[src/rtl/img_mem_arbiter.sv]
// Arbiter for the single-port image RAM: VGA fetches win over equalizer accesses.
// One access per cycle; read data is returned two edges after the request is sampled.
module img_mem_arbiter #(
   parameter int ADDR_W     = 16,
   parameter int DATA_W     = 8,
   parameter int STARVE_LIM = 1024
) (
   input  logic              clk,
   input  logic              rst_n,
   input  logic              disp_req,
   input  logic [ADDR_W-1:0] disp_addr,
   output logic [DATA_W-1:0] disp_data,
   output logic              disp_valid,
   input  logic              eq_req,
   input  logic              eq_we,
   input  logic [ADDR_W-1:0] eq_addr,
   input  logic [DATA_W-1:0] eq_wdata,
   output logic              eq_gnt,
   output logic [DATA_W-1:0] eq_rdata,
   output logic              eq_rvalid,
   input  logic              starve_clr,
   output logic              eq_starved,
   output logic              mem_en,
   output logic              mem_we,
   output logic [ADDR_W-1:0] mem_addr,
   output logic [DATA_W-1:0] mem_wdata,
   input  logic [DATA_W-1:0] mem_rdata
);

   localparam int CNT_W = $clog2(STARVE_LIM + 1);
   localparam logic [CNT_W-1:0] LIM_C   = CNT_W'(STARVE_LIM);
   localparam logic [CNT_W-1:0] LIM_M1  = CNT_W'(STARVE_LIM - 1);

   localparam logic [1:0] TAG_NONE = 2'd0;
   localparam logic [1:0] TAG_DISP = 2'd1;
   localparam logic [1:0] TAG_EQR  = 2'd2;

   typedef enum logic [1:0] {S_IDLE, S_DISP, S_EQ} state_t;

   state_t           state, state_nxt;
   logic [1:0]       tag_p0, tag_p1;
   logic [CNT_W-1:0] wait_cnt;
   logic             wait_cyc;
   logic             starve_set;

   always_ff @(posedge clk or negedge rst_n) begin
      if (!rst_n) state <= S_IDLE;
      else        state <= state_nxt;
   end

   always_comb begin
      state_nxt = S_IDLE;
      if (disp_req)    state_nxt = S_DISP;
      else if (eq_req) state_nxt = S_EQ;
   end

   always_comb begin
      eq_gnt = (state == S_EQ);
   end

   // Stage p0: memory command issued together with the owner tag of the access
   always_ff @(posedge clk or negedge rst_n) begin
      if (!rst_n) begin
         mem_en    <= 1'b0;
         mem_we    <= 1'b0;
         mem_addr  <= '0;
         mem_wdata <= '0;
         tag_p0    <= TAG_NONE;
      end else begin
         case (state_nxt)
            S_DISP: begin
               mem_en   <= 1'b1;
               mem_we   <= 1'b0;
               mem_addr <= disp_addr;
               tag_p0   <= TAG_DISP;
            end
            S_EQ: begin
               mem_en    <= 1'b1;
               mem_we    <= eq_we;
               mem_addr  <= eq_addr;
               mem_wdata <= eq_wdata;
               tag_p0    <= eq_we ? TAG_NONE : TAG_EQR;
            end
            default: begin
               mem_en <= 1'b0;
               mem_we <= 1'b0;
               tag_p0 <= TAG_NONE;
            end
         endcase
      end
   end

   // Stage p1: tag lines up with the RAM read data; p2: route to the owner
   always_ff @(posedge clk or negedge rst_n) begin
      if (!rst_n) begin
         tag_p1     <= TAG_NONE;
         disp_valid <= 1'b0;
         disp_data  <= '0;
         eq_rvalid  <= 1'b0;
         eq_rdata   <= '0;
      end else begin
         tag_p1     <= tag_p0;
         disp_valid <= (tag_p1 == TAG_DISP);
         eq_rvalid  <= (tag_p1 == TAG_EQR);
         if (tag_p1 == TAG_DISP) disp_data <= mem_rdata;
         if (tag_p1 == TAG_EQR)  eq_rdata  <= mem_rdata;
      end
   end

   // Starvation only fires on the transition into the limit, so a saturated
   // counter does not keep re-asserting the flag against starve_clr.
   always_comb begin
      wait_cyc   = eq_req && !eq_gnt;
      starve_set = wait_cyc && (wait_cnt == LIM_M1);
   end

   always_ff @(posedge clk or negedge rst_n) begin
      if (!rst_n) begin
         wait_cnt   <= '0;
         eq_starved <= 1'b0;
      end else begin
         if (eq_gnt)                          wait_cnt <= '0;
         else if (wait_cyc && wait_cnt != LIM_C) wait_cnt <= wait_cnt + 1'b1;
         if (starve_set)      eq_starved <= 1'b1;
         else if (starve_clr) eq_starved <= 1'b0;
      end
   end

endmodule

[config.mk]
export PLATFORM = sky130hd
export DESIGN_NAME = img_mem_arbiter
export DESIGN_NICKNAME = d
export VERILOG_FILES = /design/src/rtl/img_mem_arbiter.sv
export SDC_FILE = /design/constraint.sdc
export NUM_CORES = 1
export LEC_CHECK = 0
export ABC_AREA = 1
export CAP_MARGIN = 0
export CORE_UTILIZATION = 30
export CTS_BUF_LIST = sky130_fd_sc_hd__clkbuf_8
export CTS_CLUSTER_SIZE = 14
export DETAILED_ROUTE_END_ITERATION = 6
export SLEW_MARGIN = 20
export SYNTH_ARGS = -nofsm -noshare
export SYNTH_HDL_FRONTEND = slang
export SYNTH_SLANG_ARGS = --single-unit
[constraint.sdc]
create_clock -name clk -period 1.15 [get_ports clk]
set_input_delay 0.1725 -clock clk [delete_from_list [all_inputs] [get_ports clk]]
set_output_delay 0.1725 -clock clk [all_outputs]
set_load 0.02 [all_outputs]
* Word-level counts from Yosys, hierarchy flattened
Index checks and enable logic that the tools add are counted.
Widths: inputs -> output; s select.
** Storage, ports and cells
- Input port bits :: 54
- Output and inout port bits :: 46
- Flip-flop bits (word level) :: 62
** Cells by class
- Reductions and logical operators :: 8
- $add $sub $neg :: 1
- Muxes and demuxes :: 11
- Eq/ne operators :: 7
** Operators with widths (number)
- $pmux 16 s2 :: 1
- $mux 11 :: 2
- $add 11x1->11 const B :: 1
- $eq 11x10->1 const B :: 1
- $ne 11x11->1 const B :: 1
- $eq 2x2->1 const B :: 3
- $mux 2 :: 3
- $reduce_bool 2->1 :: 3
- $eq 2x1->1 const B :: 2
- $mux 1 :: 4
- $pmux 2 s2 :: 1
- $logic_and 1x1->1 :: 3
- $reduce_or 2->1 :: 1
- $logic_not 1->1 :: 1

* Longest topological paths before layout
- Depth after elaboration :: 6
- Depth in mapped cells :: 9

* Least setup slack after synthesis
OpenSTA, ideal clock, no wires.
- Kind :: reg-to-reg
- From :: register wait_cnt[0]
- To :: register wait_cnt[7]
- Data arrival time :: 1.108 ns
- Required time :: 1.033 ns
- Library setup time :: 0.117 ns
- Buffers on the path :: 0
- Period minus slack after synthesis :: 1.224 ns
- Slack :: -0.074 ns
- Stages on the path, launching flop included :: 10
- Path through :: dfrtp_1 -> inv_1 -> ha_1 -> nand2_1 -> inv_1 -> nand2_1 -> o21bai_2 -> nand2_1 -> nand2_1 -> nand2_1
** Between the ends
- Word-level cells in the longest chain between the ends :: 3
- Elaborated cells on any way between the ends :: 6
- Classes of those cells :: add/sub (1); eq/ne (1); mux (2); reduce/logical (2)
** Ends and longest elaborated chain
- from (decl) :: RTL line 42 : logic [CNT_W-1:0] wait_cnt;
- from (signal assigned) :: RTL line 123 : else if (wait_cyc && wait_cnt != LIM_C) wait_cnt <= wait_cnt + 1'b1;
- $add 11x1->11 or $ne 11x11->1 (tied branches) :: RTL line 123
- $mux 11 or $logic_and 1x1->1 (tied branches) :: RTL line 123
- $mux 11 or $reduce_bool 2->1 (tied branches)
Several ways; a longest one is shown, not always the timed one. The select of a mux whose other input is x is not followed.
A chain may end at the register's enable or synchronous reset.

* Final worst setup path
- From :: register wait_cnt[0]
- To :: register wait_cnt[8]
Same word-level chain as after synthesis.

==> impl_results.md <==
- Cell types occupying the most area after synthesis: sky130_fd_sc_hd__dfrtp_1 58%, sky130_fd_sc_hd__nand2_1 18%, sky130_fd_sc_hd__nand3_1 6.6%
- Fraction of power consumed by combinational cells: 25.5%
- Global placer's final weighted congestion: between 0.7 and 0.8
- Global-route congestion overflow total: 0
- DR pass1 iterations: 4
- Origin of the worst setup path: wait_cnt[0]
- Bufs on Longest Clock Path: 2
- Violated checks: negative setup slack
- Maximum achievable frequency: around 0.74 GHz
- Number of buffers created by CTS: 9
- Cell taking the most area after synthesis: sky130_fd_sc_hd__dfrtp_1
- Detailed router's first-iteration violation count: around 100
- Top Layer Used: met4
- Switching power: between 1500 and 2000 uW
- WL met2: approximately 3000 um
- Total via count in the routed design: 2,443
- Outcome: finished, violations left
- Static Leakage: about 0.002 uW
- Maximum capacitance violations: 0
- DPL Wire Length: ~4800 um
- Area share of the leading cell type in the synthesized netlist: approximately three fifths
- Die span in y: a little under 100 um
- Vias/cell: 4.41
- Core Region: slightly below 9000 um^2
- Wire length of the first global-routing pass: between 10,000 and 15,000 um
- Hold WC Path Type: register to register
- Number of nets still failing antenna checks after routing: 0
- Clock tree skew after final layout: around 0.0065 ns
- Vias in the first global route: roughly 2,400
- Clock sink total: 62
- Number of antenna violations at the first check in global routing: 0
- Endpoint class of the critical path: register
- Area Growth Syn to Fin: 51.0%
- DP Worst Slack: -0.397 ns
- Crit path required time: roughly 1.4 ns
- Switch share: a little under a third
- Setup slack of the critical path after layout: -0.194 ns
- Share of post-route cells with drive strength above 1: 24.4%
- Count of standard-cell rows: 34
- Element type at the critical path start: register
- Count of different cell masters after synthesis: 22
- Detailed Route WL: roughly 6700 um
- Largest voltage drop on the vdd net: 0.684 mV
- Internal: between 4000 and 5000 uW
- Met3 WL post-DR: around 610 um
- Number of fill cells in the layout: between 800 and 900
- Routed length per placed instance: approximately 12 um
- Share of power burned in registers: 44.0%
- Hold Startpoint: tag_p0[0]
- Post-Synthesis Net Count: about 370
- Insertion delay to the later sink of the worst-skew pair: between 0.3 and 0.4 ns
- Largest net degree at the start of global routing: 63
- Count of input and output buffers: 99
- Arrival time at the worst endpoint: 1.57 ns
- CTS clock-pin slew for the worst setup and hold paths: approximately 0.070 ns
- Antenna Cells: 0
- Area enclosed by the die boundary: about 9300 um^2
- Setup repair after global routing missed its margin: yes
- Final design utilization: between 40% and 50%
- Crit Reg-Reg Startpoint: wait_cnt[0]
- Final critical-path share of the clock period: 117%
- Total I/O pin count: 100
- Proportion of synthesized chip area in sequential cells: approximately three fifths
- Mean cell area of the mapped netlist: roughly 8.5 um^2
- Die width: about 96 um
- Min Tclk post-route: about 1.3 ns
- Headroom to the max-slew limit: about 78%
- Initial core utilization: slightly above 30%
- Number of synthesized register bits: between 60 and 70
- CP Class: register to register
- Length of routed wiring on met1: about 2900 um
- DRC violations left: 0
- TritonCTS clock tree: built
- Transition time of the tightest slew-check pin: approximately 0.33 ns
- Final TNS setup: -1.85 ns
- Final-stage net count: approximately 500
- CP Max Fanout: 8
- Final hold viol count: 0
- Slew Limit Fails: 0
- Total number of yosys warnings: 0
- Clk root buf: sky130_fd_sc_hd__clkbuf_8
- Part of the total power dissipated in the clock network: slightly above 30%
- Number of endpoints failing setup at the final stage: 13
- Post-Synthesis Cell Area: about 2700 um^2
- Total power per unit cell area: between 1000 and 1500 nW/um^2
- CTS H-Tree Depth: 3
- Post-synthesis instance total: 315
- Total Routing Usage GR: between 15 and 20%
[critical path: stages, from the launching register on]
cell                       delay, ns
sky130_fd_sc_hd__dfrtp_1        0.38
sky130_fd_sc_hd__inv_2          0.08
sky130_fd_sc_hd__ha_4           0.13
sky130_fd_sc_hd__nand2_2        0.04
sky130_fd_sc_hd__inv_2          0.06
sky130_fd_sc_hd__nand2_4        0.05
sky130_fd_sc_hd__o21bai_4       0.23
sky130_fd_sc_hd__nand2_2        0.13
sky130_fd_sc_hd__nand2_1        0.08
sky130_fd_sc_hd__nand2_1        0.05
[through the flow]
stage | cell area (um^2) | hold slack [ns] | cells | power, uW
after floorplan | 2660 | -0.123 | 315 | 3260
after global placement | 3950 | 0.211 | 535 | 4130
after detailed placement | 3950 | 0.213 | 535 | 4150
after CTS | 4010 | 0.353 | 554 | 5860
after global routing | 4020 | 0.366 | 554 | 6120
final | 4020 | 0.349 | 554 | 5800
[power by group through the flow]
stage	Combinational (uW)	Clock, uW	Sequential [uW]
finish	1480	1770	2550
global route	1630	1920	2580
CTS	1470	1830	2550
detailed placement	1550	0	2590
global placement	1540	0	2590
floorplan	404	0	2850
[state kept, by name (all words and copies together) (netlist names)]
signal,cells
disp_data,8
tag_p0,2
tag_p1,2
mem_en,1
disp_valid,1
eq_starved,1
mem_addr,16
mem_wdata,8
eq_rvalid,1
wait_cnt,11
eq_rdata,8
state,2
mem_we,1
[layout by cell type (no fill, tap or decap), drive strengths merged]
master / synthesis / routed
o21bai: 1 / 1
inv: 26 / 27
clkbuf: 3 / 12
clkinv: 1 / 2
nor3: 1 / 1
o21ai: 16 / 16
nor2: 27 / 27
dfrtp: 62 / 62
nand3b: 1 / 1
buf: 7 / 72
o22ai: 1 / 1
xor2: 2 / 2
nand2: 128 / 128
xnor2: 2 / 2
clkinvlp: 0 / 1
clkdlybuf4s15: 0 / 1
nand3: 35 / 35
dlygate4sd3: 0 / 1
clkdlybuf4s50: 0 / 52
ha: 2 / 2
[path summary, 6_finish.rpt]
check	endpoint	slack, ns	cells past startpoint
worst min register to register	tag_p1[0]	0.35	0
min in group asynchronous	mem_wdata[4]	0.37	3
worst min-delay path	tag_p1[0]	0.35	0
worst max register to register	wait_cnt[8]	-0.19	9
max in group asynchronous	wait_cnt[6]	0.51	3
worst max-delay path	wait_cnt[8]	-0.19	9
[what timing repair did]
action                                 CTS  global route
setup endpoints to repair               58            20
pin swaps                               11             7
gates resized for setup                196            10
hold buffers                             1             0
endpoints found under the hold margin   62             0
setup buffers                            3             0
[routing by layer]
layer	vias up	track usage (%)
met1	1122	19.5
met5	-	0
met3	11	7.50
met4	0	5.85
met2	84	25.4
li1	1226	-
[kinds of logic after synthesis]
| kind of cell | synth area share (%) |
|---|---|
| compound gates | 3.66 |
| xor+xnor | 1.32 |
| fa+ha+maj | 0.939 |
| buf+inv | 5.92 |
| flops | 58.2 |
| simple gates | 29.9 |
[Yosys cell counts]
cell,n
sky130_fd_sc_hd__buf_1,1
sky130_fd_sc_hd__buf_2,3
sky130_fd_sc_hd__buf_4,2
sky130_fd_sc_hd__buf_6,1
sky130_fd_sc_hd__clkbuf_1,3
sky130_fd_sc_hd__clkinv_1,1
sky130_fd_sc_hd__dfrtp_1,62
sky130_fd_sc_hd__ha_1,2
sky130_fd_sc_hd__inv_1,26
sky130_fd_sc_hd__nand2_1,127
sky130_fd_sc_hd__nand2_4,1
sky130_fd_sc_hd__nand3_1,35
sky130_fd_sc_hd__nand3b_1,1
sky130_fd_sc_hd__nor2_1,21
sky130_fd_sc_hd__nor2_2,5
sky130_fd_sc_hd__nor2_4,1
sky130_fd_sc_hd__nor3_1,1
sky130_fd_sc_hd__o21ai_0,16
sky130_fd_sc_hd__o21bai_2,1
sky130_fd_sc_hd__o22ai_1,1
sky130_fd_sc_hd__xnor2_1,2
sky130_fd_sc_hd__xor2_1,2
[area by class of cell]
type / count / area, um^2 / area share (%)
flip-flops and latches: 62 / 1550 / 38.6
repair buffers: 126 / 1030 / 25.5
multi-input cells: 216 / 1020 / 25.4
clock buffers: 12 / 165 / 4.11
well taps: 108 / 135 / 3.36
inverters: 27 / 101 / 2.52
clock inverters: 3 / 20.0 / 0.498
No activity file was read; power rests on OpenSTA's default activity.
